===== src/rtl/debounce_pkg.sv =====
// Shared types and helpers for the multi-channel push-button debouncer.
package debounce_pkg;

    // Per-channel debounce FSM states.
    typedef enum logic [1:0] {
        IDLE_LO,
        WAIT_HI,
        IDLE_HI,
        WAIT_LO
    } db_state_t;

    // Bits needed to hold a counter value in the range 0..max_count.
    function automatic int unsigned cnt_width(input int unsigned max_count);
        return $clog2(max_count + 1);
    endfunction

endpackage


===== src/rtl/debounce_channel.sv =====
// One debounce channel: input synchroniser, 4-state stability FSM with
// registered rise/fall pulses and, when DEBOUNCE_LONGPRESS_EN is defined,
// a saturating hold counter that emits a single long_press pulse per press.
module debounce_channel
    import debounce_pkg::*;
#(
    parameter int unsigned STABLE_CYCLES = 16,
    parameter int unsigned SYNC_STAGES   = 2,
    parameter int unsigned LONG_CYCLES   = 256
) (
    input  logic clk,
    input  logic rst,
    input  logic btn,
    output logic level,
    output logic rise,
    output logic fall,
    output logic long_press
);

    localparam int unsigned         CNT_W    = cnt_width(STABLE_CYCLES);
    localparam logic [CNT_W-1:0]    CNT_LAST = CNT_W'(STABLE_CYCLES - 1);
    localparam logic [CNT_W-1:0]    CNT_ONE  = CNT_W'(1);

    // Reject configurations the FSM and hold counter cannot honour.
    if (STABLE_CYCLES < 2 || SYNC_STAGES < 2 || LONG_CYCLES <= STABLE_CYCLES) begin : g_bad_params
        $error("debounce_channel: need STABLE_CYCLES>=2, SYNC_STAGES>=2, LONG_CYCLES>STABLE_CYCLES");
    end

    logic [SYNC_STAGES-1:0] sync_q;
    logic                   sync;
    db_state_t              state;
    logic [CNT_W-1:0]       cnt;
    logic                   rise_now;

    assign sync     = sync_q[SYNC_STAGES-1];
    assign rise_now = (state == WAIT_HI) && sync && (cnt == CNT_LAST);

    // Shift the raw button through the synchroniser chain.
    always_ff @(posedge clk) begin
        if (rst) begin
            sync_q <= '0;
        end else begin
            sync_q <= {sync_q[SYNC_STAGES-2:0], btn};
        end
    end

    // Stability FSM: a level change needs STABLE_CYCLES consecutive samples.
    always_ff @(posedge clk) begin
        if (rst) begin
            state <= IDLE_LO;
            cnt   <= '0;
            level <= 1'b0;
            rise  <= 1'b0;
            fall  <= 1'b0;
        end else begin
            rise <= 1'b0;
            fall <= 1'b0;
            case (state)
                IDLE_LO: begin
                    if (sync) begin
                        state <= WAIT_HI;
                        cnt   <= CNT_ONE;
                    end
                end
                WAIT_HI: begin
                    if (!sync) begin
                        state <= IDLE_LO;
                        cnt   <= '0;
                    end else if (cnt == CNT_LAST) begin
                        state <= IDLE_HI;
                        cnt   <= '0;
                        level <= 1'b1;
                        rise  <= 1'b1;
                    end else begin
                        cnt <= cnt + CNT_ONE;
                    end
                end
                IDLE_HI: begin
                    if (!sync) begin
                        state <= WAIT_LO;
                        cnt   <= CNT_ONE;
                    end
                end
                WAIT_LO: begin
                    if (sync) begin
                        state <= IDLE_HI;
                        cnt   <= '0;
                    end else if (cnt == CNT_LAST) begin
                        state <= IDLE_LO;
                        cnt   <= '0;
                        level <= 1'b0;
                        fall  <= 1'b1;
                    end else begin
                        cnt <= cnt + CNT_ONE;
                    end
                end
                default: begin
                    state <= IDLE_LO;
                    cnt   <= '0;
                    level <= 1'b0;
                end
            endcase
        end
    end

`ifdef DEBOUNCE_LONGPRESS_EN
    localparam int unsigned      HOLD_W    = cnt_width(LONG_CYCLES);
    localparam logic [HOLD_W-1:0] HOLD_LAST = HOLD_W'(LONG_CYCLES);
    localparam logic [HOLD_W-1:0] HOLD_PRE  = HOLD_W'(LONG_CYCLES - 1);

    logic [HOLD_W-1:0] hold_cnt;

    // Hold counter: cleared on rise, counts while high (bounces included), saturates.
    always_ff @(posedge clk) begin
        if (rst) begin
            hold_cnt   <= '0;
            long_press <= 1'b0;
        end else begin
            long_press <= 1'b0;
            if (rise_now) begin
                hold_cnt <= '0;
            end else if ((state == IDLE_HI || state == WAIT_LO) && hold_cnt != HOLD_LAST) begin
                hold_cnt <= hold_cnt + HOLD_W'(1);
                if (hold_cnt == HOLD_PRE) begin
                    long_press <= 1'b1;
                end
            end
        end
    end
`else
    logic unused_rise_now;
    assign unused_rise_now = rise_now;

    // Long-press detection not built.
    assign long_press = 1'b0;
`endif

endmodule


===== src/rtl/debounce_multi.sv =====
// N-channel push-button debouncer: one independent debounce_channel per
// button. Optional long-press detection is enabled by DEBOUNCE_LONGPRESS_EN.
module debounce_multi
    import debounce_pkg::*;
#(
    parameter int unsigned N_CH          = 4,
    parameter int unsigned STABLE_CYCLES = 16,
    parameter int unsigned SYNC_STAGES   = 2,
    parameter int unsigned LONG_CYCLES   = 256
) (
    input  logic            clk,
    input  logic            rst,
    input  logic [N_CH-1:0] btn,
    output logic [N_CH-1:0] level,
    output logic [N_CH-1:0] rise,
    output logic [N_CH-1:0] fall,
    output logic [N_CH-1:0] long_press
);

    for (genvar i = 0; i < N_CH; i++) begin : g_ch
        debounce_channel #(
            .STABLE_CYCLES (STABLE_CYCLES),
            .SYNC_STAGES   (SYNC_STAGES),
            .LONG_CYCLES   (LONG_CYCLES)
        ) u_ch (
            .clk        (clk),
            .rst        (rst),
            .btn        (btn[i]),
            .level      (level[i]),
            .rise       (rise[i]),
            .fall       (fall[i]),
            .long_press (long_press[i])
        );
    end

endmodule


===== config.mk =====
export PLATFORM = sky130hd
export DESIGN_NAME = debounce_multi
export DESIGN_NICKNAME = d
export VERILOG_FILES = /design/src/rtl/debounce_pkg.sv /design/src/rtl/debounce_channel.sv /design/src/rtl/debounce_multi.sv
export SDC_FILE = /design/constraint.sdc
export NUM_CORES = 1
export LEC_CHECK = 0
export BUFFER_PORTS_ARGS = -buffer_cell sky130_fd_sc_hd__buf_2
export CORE_MARGIN = 1
export CORE_UTILIZATION = 41
export CTS_CLUSTER_DIAMETER = 120
export CTS_CLUSTER_SIZE = 20
export DETAILED_ROUTE_END_ITERATION = 16
export GPL_ROUTABILITY_DRIVEN = 0
export PLACE_DENSITY = 0.68
export SLEW_MARGIN = 5
export SYNTH_ARGS = -nofsm -noshare
export SYNTH_HDL_FRONTEND = slang
export SYNTH_SLANG_ARGS = --single-unit

===== constraint.sdc =====
create_clock -name clk -period 2.95 [get_ports clk]
set_input_delay 0.59 -clock clk [delete_from_list [all_inputs] [get_ports clk]]
set_output_delay 0.59 -clock clk [all_outputs]
set_load 0.1 [all_outputs]

==> summary.md <==
| Metric | Value |
|---|---|
| I/O Buffers | 17 |
| Cell chain of the critical path | buf_2 |
| Peak Freq | 586.5 MHz |
| Most frequent cells in the layout | 48 x dfxtp_1, 20 x a21oi_1, 18 x nand3_1 |
| Number of synthesized flops with an enable pin | 0 |
| CP Buf/Inv Count | 1 |
| Hold Buf Count CTS | 0 |
| First-pass GRT wire length | 6.306 mm |
| Startpoint types | flop |
| Max Buffers Root-to-Sink | 2 |
| Worst hold path class | flop to flop |
| CTS clock-pin slew for the worst setup and hold paths | 0.09 ns |
| Htree depth | 2 |
| CP Class | flop to output pin |
| FF-to-FF End | g_ch[0].u_ch.state[0] |
| Post-Route Setup TNS | 0 ns |
| Num Clock Sinks | 48 |
| Overall routed net length | 3.558 mm |
| Fin. Hold Viols | 0 |
| Post-CTS Setup Bufs | 0 |
| Psw | 0.3578 mW |
| Slew Limit Fails | 0 |
| Post-synth cell types | 51 |
| Total grt overflow | 0 |
| Die Area | 0.005618 sq mm |
| Final Instance Area | 0.002305 sq mm |
| Max Cap Viol | 0 |
| I/O Pins | 22 |
| Flop pwr share | 55.0% |
| Final period utilization | 57.80% |
| LEAKAGE | 0.8901 nW |
| Worst r2r src | g_ch[0].u_ch.cnt[0] |
| Crit end category | output pin |
| Die width | 74.96 microns |
| Switching share of power | 28.75% |
| Min Tclk post-route | 1.705 ns |
| Commonest non-fill, non-tap cell in the layout | dfxtp_1 |
| Prevailing post-synth register cell | dfxtp_1 |
| RSZ-0062 raised after global routing | false |
| #FFs+latches synth | 48 |
| Root buffer cell | clkbuf_8 |
| Hold slack | 0.4414 ns |
| Dpl hpwl | 2.360 mm |
| Num CTS Buffers | 5 |
| Post-route ant nets | 0 |
| Rows | 26 |
| Int Pwr | 0.8868 mW |
| Worst path arrival time | 1.12 ns |
| Final setup vio count | 0 |
| # DRC | 0 |
| Clock Latency Late Sink | 0.30 ns |
| Avg Cell Area, Syn | 9.655 sq um |
| Antenna diode count | 0 |
| Mapped Cells | 226 |
| Reg2reg path depth | 4 |
| Die Height | 74.96 microns |
| R2r setup slk | 1.50 ns |
| Initial Utilization | 42.72% |
| Initial antenna violation count | 0 |
| Max incr delay on CP | 0.44 ns |
| Sequential share of the synthesized area | 44.04% |
| Worst Clk Skew | 0.004010 ns |
| Via/cell ratio | 5.257 |
| DR iter-0 viols | 87 |
| Combinational share of power | 12.2% |
| Worst EP required | 2.36 ns |
| Critical path depth in cells | 1 |
| CTS tree | yes |
| Core Area | 0.005107 sq mm |
| Outcome | complete, no violations |
| Critical path's slowest cell | buf_2 |
| CP top delay family | buffers and inverters |
| Nets | 239 |
| Pwr Total | 1.245 mW |
| CP max FO | 3 |
| Hold path cells | 1 |
| Synth Warn # | 0 |
| Vias in the first global route | 1478 |
| VDD IR-drop max | 0.0002362 V |
| Area growth from synthesis to layout | 5.619% |
| FFs w/ async S/R, synth | 0% |
| Netlist Area Pre-Place | 0.002182 sq mm |
| Share of cells above drive strength 1 | 16.52% |
| P per Cell Area | 540.0 mW/mm^2 |
| DR vias | 1577 |
| Hold wc startpoint | g_ch[1].u_ch.sync_q[0] |
| TritonRoute pass-1 iters | 4 |
| Clock Power Share | 32.8% |
| Cts repair resizes | 0 |
| DR WL/cell | 11.86 microns |
| DP Area | 0.002211 sq mm |
| Fill count | 517 |
| Total track usage | 14.56% |
| Largest net degree at the start of global routing | 22 |
| WHS Endpoint | g_ch[1].u_ch.sync_q[1] |
[routing by layer]
layer	track usage (%)	part of all wire, %
met1	17.50	48
met2	24.72	47
met3	3.213	3.0
met4	6.918	1.6
met5	0	0
[how the worst max path moves through the flow]
| stage | start | endpoint | slack (ns) |
|---|---|---|---|
| 3_5_place_dp | rst | g_ch[2].u_ch.level | 1.01 |
| 4_1_cts | g_ch[2].u_ch.level | level[2] | 1.23 |
| 5_1_grt | rst | g_ch[1].u_ch.level | 1.17 |
| 2_1_floorplan | rst | g_ch[3].u_ch.state[0] | 1.59 |
| 6_report | g_ch[2].u_ch.level | level[2] | 1.24 |
| 3_3_place_gp | rst | g_ch[3].u_ch.level | 1.06 |
[flip-flops by register name (all words and copies together) (netlist names), named ones only]
register          flops
g_ch.u_ch.state       4
g_ch.u_ch.level       4
g_ch.u_ch.fall        4
g_ch.u_ch.cnt        20
g_ch.u_ch.rise        4
g_ch.u_ch.sync_q      8
[cell usage after synthesis (2+ instances only)]
cell	count	share of area, %
o311ai_0	2	0.80
dfxtp_1	48	44
xor2_1	8	3.2
nand3_1	18	4.1
o21ai_0	9	2.1
nand3_2	2	0.92
o31ai_1	3	1.0
or4b_1	3	1.4
and3_1	6	1.7
nand2b_1	2	0.57
xor2_2	3	2.2
a21oi_1	20	4.6
nor2b_1	10	2.9
o21bai_1	3	1.0
buf_2	4	0.92
inv_1	2	0.34
or3b_1	4	1.6
clkbuf_1	4	0.69
nand2_1	10	1.7
ha_1	4	2.3
nand3b_1	2	0.69
nor4b_2	2	1.4
nor4b_1	4	1.6
o211a_1	2	0.92
or2_2	3	0.86
and3b_1	2	0.80
o2111ai_1	5	2.0
buf_4	17	5.8
o211ai_1	2	0.69
[stage by stage]
step	utilization, %	worst slack [ns]	std cells
after floorplan	-	1.590	229
after global placement	43.29	1.065	292
after detailed placement	43.29	1.012	292
after CTS	45.12	1.226	300
after global routing	45.12	1.172	300
final	45.12	1.245	300
[logic make-up after synthesis]
kind of cell | after synthesis | share of synthesized area (%)
AO/OA/AOI/OAI | 54 | 15.94
adder cells (fa/ha/maj) | 4 | 2.294
other | 1 | 0.1719
buffers and inverters | 29 | 8.142
AND/OR/NAND/NOR | 78 | 23.57
XOR/XNOR | 12 | 5.849
flip-flops | 48 | 44.04
[final cells by class]
cell class | count | area, sq um | area share (%)
clock buffer | 7 | 86.33 | 3.746
clock inverter | 1 | 7.507 | 0.3257
tap | 70 | 87.58 | 3.800
multi-input combinational | 152 | 1055 | 45.77
timing repair buffer | 18 | 92.59 | 4.017
inverter | 4 | 15.01 | 0.6515
sequential | 48 | 960.9 | 41.69
[power groups by stage]
| stage | clock network (mW) | registers (mW) | logic [mW] |
|---|---|---|---|
| after global placement | 0 | 0.699 | 0.151 |
| final | 0.409 | 0.684 | 0.152 |
| after floorplan | 0 | 0.692 | 0.154 |
| after detailed placement | 0 | 0.700 | 0.153 |
| after global routing | 0.445 | 0.688 | 0.162 |
| after CTS | 0.421 | 0.685 | 0.153 |
No activity file was read; power rests on OpenSTA's default activity.
